===== src/rtl/btn_conditioner.sv =====
// btn_conditioner: per-button input conditioning ahead of the pong game controls.
// Each raw push-button is synchronised (2 flops), debounced, edge-detected and
// fed to an auto-repeat FSM. Every button channel is fully independent.
//
// Ports:
//   clk_i          system clock
//   rst_ni         asynchronous active-low reset
//   en_i           strobe enable; debouncing keeps running when low, strobes are suppressed
//   btn_raw_i      raw asynchronous buttons, active-high (bit 0=U, 1=D, 2=L, 3=R)
//   btn_level_o    debounced button state
//   btn_press_o    1-cycle strobe in the first cycle btn_level_o reads 1
//   btn_release_o  1-cycle strobe in the first cycle btn_level_o reads 0
//   btn_act_o      1-cycle action strobe: initial press plus auto-repeats
module btn_conditioner #(
  parameter int unsigned N_BTN           = 4,
  parameter int unsigned DEBOUNCE_CYCLES = 16,
  parameter int unsigned REPEAT_DELAY    = 64,
  parameter int unsigned REPEAT_RATE     = 16,
  parameter int unsigned CNT_W           = 16
) (
  input  logic             clk_i,
  input  logic             rst_ni,
  input  logic             en_i,
  input  logic [N_BTN-1:0] btn_raw_i,
  output logic [N_BTN-1:0] btn_level_o,
  output logic [N_BTN-1:0] btn_press_o,
  output logic [N_BTN-1:0] btn_release_o,
  output logic [N_BTN-1:0] btn_act_o
);

  typedef enum logic [1:0] {
    StIdle,
    StHold,
    StRepeat
  } state_e;

  localparam logic [CNT_W-1:0] DebLast   = CNT_W'(DEBOUNCE_CYCLES - 1);
  localparam logic [CNT_W-1:0] DelayLast = CNT_W'(REPEAT_DELAY - 1);
  localparam logic [CNT_W-1:0] RateLast  = CNT_W'(REPEAT_RATE - 1);
  localparam logic [CNT_W-1:0] CntOne    = CNT_W'(1);

  // Two-flop synchroniser for all buttons; sync_q is the usable copy.
  logic [N_BTN-1:0] meta_q;
  logic [N_BTN-1:0] sync_q;

  always_ff @(posedge clk_i or negedge rst_ni) begin
    if (!rst_ni) begin
      meta_q <= '0;
      sync_q <= '0;
    end else begin
      meta_q <= btn_raw_i;
      sync_q <= meta_q;
    end
  end

  for (genvar i = 0; i < N_BTN; i++) begin : g_btn
    logic             level_q, level_d;
    logic [CNT_W-1:0] dcnt_q, dcnt_d;
    logic             press_q, press_d;
    logic             release_q, release_d;
    logic             act_q, act_d;
    logic [CNT_W-1:0] rcnt_q, rcnt_d;
    state_e           state_q, state_d;
    logic             rise, fall;

    // Debounce: count consecutive cycles the synchronised input disagrees with
    // the accepted level; any agreement (glitch back) restarts the count.
    always_comb begin
      level_d = level_q;
      dcnt_d  = dcnt_q;
      if (sync_q[i] == level_q) begin
        dcnt_d = '0;
      end else if (dcnt_q == DebLast) begin
        level_d = sync_q[i];
        dcnt_d  = '0;
      end else begin
        dcnt_d = dcnt_q + CntOne;
      end
    end

    // Edges are taken on the next-state level so the strobes line up with the
    // first cycle the registered level shows its new value.
    assign rise      = level_d & ~level_q;
    assign fall      = ~level_d & level_q;
    assign press_d   = rise & en_i;
    assign release_d = fall & en_i;

    // Repeat FSM. Only a genuine rising edge with en_i high leaves StIdle, so
    // enabling mid-hold never produces a retroactive action.
    always_comb begin
      state_d = state_q;
      rcnt_d  = rcnt_q;
      act_d   = 1'b0;
      if (!level_d || !en_i) begin
        state_d = StIdle;
        rcnt_d  = '0;
      end else begin
        case (state_q)
          StIdle: begin
            if (rise) begin
              act_d   = 1'b1;
              rcnt_d  = '0;
              state_d = StHold;
            end
          end
          StHold: begin
            if (rcnt_q == DelayLast) begin
              act_d   = 1'b1;
              rcnt_d  = '0;
              state_d = StRepeat;
            end else begin
              rcnt_d = rcnt_q + CntOne;
            end
          end
          StRepeat: begin
            if (rcnt_q == RateLast) begin
              act_d  = 1'b1;
              rcnt_d = '0;
            end else begin
              rcnt_d = rcnt_q + CntOne;
            end
          end
          default: begin
            state_d = StIdle;
            rcnt_d  = '0;
          end
        endcase
      end
    end

    always_ff @(posedge clk_i or negedge rst_ni) begin
      if (!rst_ni) begin
        level_q   <= 1'b0;
        dcnt_q    <= '0;
        press_q   <= 1'b0;
        release_q <= 1'b0;
        act_q     <= 1'b0;
        rcnt_q    <= '0;
        state_q   <= StIdle;
      end else begin
        level_q   <= level_d;
        dcnt_q    <= dcnt_d;
        press_q   <= press_d;
        release_q <= release_d;
        act_q     <= act_d;
        rcnt_q    <= rcnt_d;
        state_q   <= state_d;
      end
    end

    assign btn_level_o[i]   = level_q;
    assign btn_press_o[i]   = press_q;
    assign btn_release_o[i] = release_q;
    assign btn_act_o[i]     = act_q;
  end

endmodule

===== config.mk =====
export PLATFORM = sky130hd
export DESIGN_NAME = btn_conditioner
export DESIGN_NICKNAME = d
export VERILOG_FILES = /design/src/rtl/btn_conditioner.sv
export SDC_FILE = /design/constraint.sdc
export NUM_CORES = 1
export LEC_CHECK = 0
export BUFFER_PORTS_ARGS = -buffer_cell sky130_fd_sc_hd__buf_2
export CAP_MARGIN = 25
export CORE_UTILIZATION = 55
export CTS_CLUSTER_DIAMETER = 80
export CTS_CLUSTER_SIZE = 20
export DETAILED_ROUTE_END_ITERATION = 10
export PLACE_DENSITY = 0.68
export SYNTH_ARGS = -nofsm -noshare
export SYNTH_HDL_FRONTEND = slang
export SYNTH_SLANG_ARGS = --single-unit

===== constraint.sdc =====
create_clock -name clk_i -period 3.6 [get_ports clk_i]
set_input_delay 0.72 -clock clk_i [delete_from_list [all_inputs] [get_ports clk_i]]
set_output_delay 0.72 -clock clk_i [all_outputs]
set_load 0.03 [all_outputs]

==> out/metrics.yaml, run 1 <==
status: "complete, no violations"
hp-class: "in2async"
final_nets: 890
path_clk_slew_ns: 0.06
grt.total_usage: 0.218
maxUsedRoutingLayer: "met4"
relSlewSlack: 0.499
crit-reg2reg-launch: "g_btn[1].dcnt_q[0]"
finalSetupViolCount: 0
final_antenna_net_count: 0
async_reset_ff_frac: 1.00
wl_per_cell_um: 14.9
wl_met3_um: 455
die_y_um: 124
synthCells: 843
grt_pass1_vias: 5936
startpoint: "g_btn[1].dcnt_q[0]"
cts_max_level: 4
layout-drive-gt1-share: 0.0864
wl_um: 15700
core-area_um2: 14600
fin_total_pwr_mw: 3.60
netlist_area_um2: 8230
drcViolationCount: 0
r2r_end: "g_btn[1].rcnt_q[9]"
diodes: 0
fmax_ghz: 0.397
setup.worst_path.end: "g_btn[1].rcnt_q[9]"
tightest_slew_ns: 0.751
cts_tree: "yes"
reg2reg_slack_ns: 1.08
first_pass_iters: 5
synth_cell_type_count: 54
antenna_found_initial: 0
ys_ff_latch: 160
die-area_um2: 15500
cts_resized: 0
crit_type: "reg2reg"
power.density_nw_per_um2: 400
ctsHoldBuffers: 0
synth-edff-count: 0
seq_area_frac_synth: 0.487
postCtsSetupBuffers: 0
dr_wl_met2_um: 7650
max_cap_viol_count: 0
crit_arrival_ns: 2.83
min_period_over_period: 0.699
required_ns: 3.91
worstRegToRegCells: 7
ios: 23
cts_sinks: 160
start_util: 0.564
slew_viol_final: 0
cts_inserted_buffers: 17
grt_remaining_overflow: 0
hpwl_um: 10800
yosys_warnings: 0
port_buffers: 22
fin_worst_skew_ns: 0.00599
rows: 44
die_x_um: 124
worst_setup_path_end_kind: "register"
startpoint_type: "register"
drt_iter0_markers: 353
synth_top_area_frac: 0.487
avgSynthCellArea_um2: 9.76
rsz0062_at_grt: "false"
synth.area.top_cells: "dfrtp_1 (49%), xor2_1 (6.5%), nor2_1 (5.7%), ha_1 (4.3%), xnor2_1 (4.2%)"
crit_fanout: 9
synthesis.nets: 878
fin_crit_ns: 2.52
clockRootBuffer: "clkbuf_16"
via_per_inst: 5.74
setup_tns_ns: 0
synth-main-ff-cell: "dfrtp_1"
finalHoldViolCount: 0
ir_drop_mv: 0.357
clock_latency_ns: 0.42
grt_pass1_wl_um: 27800
power.leakage_nw: 3.99
wl_met1_um: 7380
vias: 6035
clockBufferDepth: 2
area_growth_pct: 9.29
gp_congestion: 0.839
fillers: 1176
synth_top_area_cell: "dfrtp_1"
grt_max_degree: 84
[sequential cells by signal, indices dropped and copies added (netlist names)]
register,flops
g_btn.dcnt_q,64
g_btn.rcnt_q,64
g_btn.state_q,8
g_btn.act_q,4
g_btn.level_q,4
g_btn.press_q,4
g_btn.release_q,4
meta_q,4
sync_q,4
[cell usage after synthesis (2+ instances only)]
cell / number
inv_1: 24
buf_2: 4
clkbuf_1: 14
mux2i_1: 3
xnor2_1: 39
nand2b_1: 4
and3_2: 2
buf_4: 16
nor3b_1: 4
o31ai_1: 3
nor4b_1: 3
nand4_1: 30
and2_1: 7
o2111ai_1: 3
nor2b_1: 3
nor4_1: 24
or3_1: 9
nand2_1: 77
a22oi_1: 3
o21ai_0: 23
ha_1: 28
o22ai_1: 6
nor2_1: 125
o2111a_1: 3
a21oi_1: 14
a221o_1: 2
and4_1: 6
dfrtp_1: 160
nor4_4: 3
nand3_1: 48
a22o_1: 5
or4_1: 3
and3_1: 36
mux2_2: 5
o41ai_1: 2
nor3_1: 24
xor2_1: 61
[cell families after synthesis]
family          after synthesis  share of synthesized area
compound gates               74                     0.0611
flops                       160                      0.487
fa+ha+maj                    28                     0.0426
buf+inv                      58                     0.0344
simple gates                414                      0.257
xor+xnor                    100                      0.106
mux                           9                     0.0123
[how the worst min path moves through the flow]
stage | end | depth (start not counted)
CTS | sync_q[3] | 0
global route | sync_q[0] | 0
detailed placement | sync_q[3] | 0
finish | g_btn[2].dcnt_q[11] | 1
global placement | sync_q[3] | 0
floorplan | sync_q[0] | 0
[stage by stage]
step | instances | utilization | hold slack [ns] | instance area (um2) | setup WS, ns
finish | 1052 | 0.616 | 0.355 | 8990 | 1.08
detailed placement | 1020 | 0.578 | 0.341 | 8430 | 1.09
global placement | 1020 | 0.578 | 0.333 | 8430 | 1.22
global route | 1052 | 0.616 | 0.370 | 8990 | 0.856
floorplan | 843 | - | 0.331 | 8230 | 1.32
CTS | 1052 | 0.616 | 0.355 | 8990 | 1.07
[cell usage in the layout, fill, tap and decap left out, types with 4 or more instances in the layout]
| cell type | netlist | routed |
|---|---|---|
| nor3_1 | 24 | 24 |
| xor2_1 | 61 | 61 |
| nor3b_1 | 4 | 4 |
| nand2b_1 | 4 | 4 |
| clkbuf_16 | 0 | 17 |
| and4_1 | 6 | 6 |
| nor4_1 | 24 | 24 |
| a21oi_1 | 14 | 14 |
| nand2_1 | 77 | 77 |
| dfrtp_1 | 160 | 160 |
| nand4_1 | 30 | 30 |
| nor2_1 | 125 | 125 |
| clkinv_2 | 0 | 5 |
| o21ai_0 | 23 | 23 |
| ha_1 | 28 | 28 |
| buf_2 | 4 | 21 |
| and3_1 | 36 | 36 |
| or3_1 | 9 | 9 |
| xnor2_1 | 39 | 39 |
| a22o_1 | 5 | 5 |
| inv_1 | 24 | 24 |
| o22ai_1 | 6 | 6 |
| and2_1 | 7 | 7 |
| nand3_1 | 48 | 48 |
| buf_4 | 16 | 4 |
| mux2_2 | 5 | 5 |
[layer usage]
metal	vias up	GRT usage
met1	2969	0.290
li1	2957	-
met5	-	0
met3	18	0.0485
met2	91	0.355
met4	0	0.0687
[critical path, cell delays in order (launching register included)]
cell,delay (ns)
dfrtp_1,0.40
ha_1,0.23
and3_1,0.23
nand4_1,0.30
mux2_2,0.44
nor3_4,0.33
nand2_1,0.16
o311ai_2,0.32
[where the power goes]
group	leakage, nW	switching [mW]	internal [mW]	total (mW)
Combinational	1.51	0.0588	0.0193	0.0781
Clock	0.272	0.692	1.00	1.69
Sequential	2.21	0.0133	1.81	1.83
[final cells by class]
cell class                 instances  area (um2)  area share
clock inverter                    10        86.3     0.00960
inverter                          24        90.1      0.0100
tap                              184         230      0.0256
clock buffer                      22         474      0.0527
timing repair buffer              27         166      0.0185
sequential                       160        4000       0.445
multi-input combinational        625        3940       0.438
(Power assumes the default switching activity.)
==> inputs of run 2 (changes only) <==
- ABC_AREA: unset -> 1
- PLACE_DENSITY: 0.68 -> 0.67
- clock period: 3.6 -> 2.6 ns (I/O delays scaled with it)
==> run 2 against run 1 <==
Net effect:
- total power is 43% higher
- sequential cell count stayed put
- synthesized cell count is 76% higher
- combinational power is 69% higher
- hold slack worse by 0.15 ns
- critical path depth is 4 higher
- setup slack worse by 0.63 ns
- sequential share of layout area is 8.8 points lower
- synthesized area is 26% higher
- clock power is 47% higher
==> out/metrics.yaml, run 2 <==
synth-main-ff-cell: "dfrtp_1"
die-area_um2: 19400
first_pass_iters: 5
worst_setup_path_end_kind: "register"
multi_input_area_um2: 5460
async_reset_ff_frac: 1.00
cts_inserted_buffers: 17
final_nets: 1526
crit_arrival_ns: 2.51
grt_pass1_wl_um: 41600
path_delay_family: "simple AND/OR/NAND/NOR gates"
wl_um: 23600
synth.area.top_cells: "dfrtp_1 (39%), nand2_1 (14%), nor2_1 (7.7%), nand3_1 (7.1%), inv_1 (5.3%)"
avgSynthCellArea_um2: 6.99
grt.total_usage: 0.261
reg_top3: "g_btn.dcnt_q: 64 flops, g_btn.rcnt_q: 64 flops, g_btn.state_q: 8 flops"
rows: 49
diodes: 0
synth_top_area_cell: "dfrtp_1"
critPathMostFrequentCell: "nand2_1"
synth_cell_type_count: 40
hpwl_um: 16800
path_clk_slew_ns: 0.06
layout-drive-gt1-share: 0.0718
finalHoldViolCount: 0
min_delay_path_depth: 1
synthCells: 1485
required_ns: 2.96
fin_crit_ns: 2.15
power.density_nw_per_um2: 459
crit_fanout: 16
finalSetupViolCount: 0
final_antenna_net_count: 0
slowest_delay_ns: 0.36
grt_pass1_vias: 8845
worstRegToRegCells: 11
fin_worst_skew_ns: 0.0131
min_period_over_period: 0.826
yosys_warnings: 0
cts_sinks: 160
wl_per_cell_um: 13.6
cts_tree: "yes"
crit_path_cell_trace: "ha_1, nand3_1, nor2_1, nand2_1, nand2_1, nand2_1, nor2_2, nand2_2, inv_2, nand2_1, nand2_1"
max_cap_viol_count: 0
crit_type: "reg2reg"
synthesis.nets: 1520
port_buffers: 22
whs_endpoint: "meta_q[0]"
netlist_area_um2: 10400
postCtsSetupBuffers: 0
die_x_um: 139
ys_ff_latch: 160
layout_commonest_cell: "nand2_1"
synth-edff-count: 0
cts_resized: 0
setup_tns_ns: 0
synth_top_area_frac: 0.386
drcViolationCount: 0
post-route-util: 0.615
slowest_stage: "dfrtp_1"
reg2reg_slack_ns: 0.45
startpoint_type: "register"
worst-path-buf-inv: 1
drt_iter0_markers: 731
seq_area_frac_synth: 0.386
cts_max_level: 4
status: "complete, no violations"
clock_latency_ns: 0.43
slew_viol_final: 0
yosys-top-cells-count: "nand2_1 (399), nor2_1 (214), dfrtp_1 (160)"
regArea_um2: 4000
core-area_um2: 18200
hold_path_startpoint: "btn_raw_i[0]"
r2r_end: "g_btn[3].rcnt_q[13]"
clockBufferDepth: 2
synth.most_common_cell: "nand2_1"
vias: 9405
start_util: 0.570
tightest_slew_ns: 0.801
ir_drop_mv: 0.413
finalHoldWorstSlack_ns: 0.203
rsz0062_at_grt: "false"
fmax_ghz: 0.466
clockRootBuffer: "clkbuf_16"
mostFrequentLayoutCells: "nand2_1 (399), nor2_1 (214), dfrtp_1 (160), inv_1 (147), nand3_1 (147)"
via_per_inst: 5.43
antenna_found_initial: 0
grt_remaining_overflow: 0
ios: 23
die_y_um: 139
relSlewSlack: 0.461
crit-reg2reg-launch: "g_btn[3].dcnt_q[0]"
area_growth_pct: 7.87
grt_max_degree: 43
fillers: 1707
gp_congestion: 0.909
power.leakage_nw: 5.35
hp-class: "in2reg"
-- run 2: cell count changes after synthesis, moves of 32 or more --
cell     previous run  this run
nand2_1            77       399
inv_1              24       147
nand3_1            48       147
nor2_1            125       214
nand4_1            30        80
a21oi_1            14        60
and3_1             36         0
xnor2_1            39         7
-- run 2: worst max path at each step --
stage	from	to	slack, ns	cells past startpoint
CTS	g_btn[3].dcnt_q[0]	g_btn[3].rcnt_q[13]	0.46	11
finish	g_btn[3].dcnt_q[0]	g_btn[3].rcnt_q[13]	0.45	11
detailed placement	g_btn[3].dcnt_q[0]	g_btn[3].rcnt_q[13]	0.48	11
floorplan	g_btn[3].dcnt_q[0]	g_btn[3].rcnt_q[11]	0.93	11
global route	g_btn[3].dcnt_q[0]	g_btn[3].rcnt_q[3]	0.23	11
global placement	g_btn[3].dcnt_q[0]	g_btn[3].rcnt_q[7]	0.60	11
-- run 2: final cells by class --
type                       instances  share of cell area
clock buffer                      21              0.0402
timing repair buffer              39              0.0242
clock inverter                    11              0.0118
tap                              229              0.0256
sequential                       160               0.358
inverter                         157              0.0528
multi-input combinational       1116               0.488
-- run 2: repair_timing --
item                                    4_1_cts  5_1_grt
endpoints found under the setup margin        0        0
hold buffers                                  1        0
endpoints found under the hold margin        24        0
-- run 2: where the power goes --
| group | total, mW | switching (mW) | internal (mW) |
|---|---|---|---|
| clock | 2.48 | 1.03 | 1.45 |
| combinational | 0.132 | 0.0962 | 0.0355 |
| sequential | 2.53 | 0.0164 | 2.51 |
-- run 2: per-layer routing --
layer  up-vias  part of all wire  global-route usage
met3         8             0.046              0.0475
met2       228              0.46               0.414
met5         -                 0                   0
met1      4334              0.49               0.369
met4         0            0.0058              0.0626
li1       4835                 -                   -
-- run 2: logic make-up (layout without fill, tap and decap cells) --
family / after synthesis / count (layout) / synth area share
DFF: 160 / 160 / 0.386
adders and majority gates: 28 / 28 / 0.0337
buffers and inverters: 209 / 228 / 0.0882
xor gates and xnor gates: 37 / 37 / 0.0312
AOI/OAI and AO/OA: 115 / 115 / 0.0624
and+or+nand+nor: 936 / 936 / 0.399
-- run 2: through the flow --
stage | instances | setup slack, ns | total power [mW] | cell area (um2)
floorplan | 1485 | 0.925 | 2.62 | 10400
global placement | 1700 | 0.601 | 2.71 | 10600
detailed placement | 1700 | 0.475 | 2.71 | 10600
CTS | 1733 | 0.464 | 5.23 | 11200
global route | 1733 | 0.232 | 5.34 | 11200
finish | 1733 | 0.453 | 5.14 | 11200
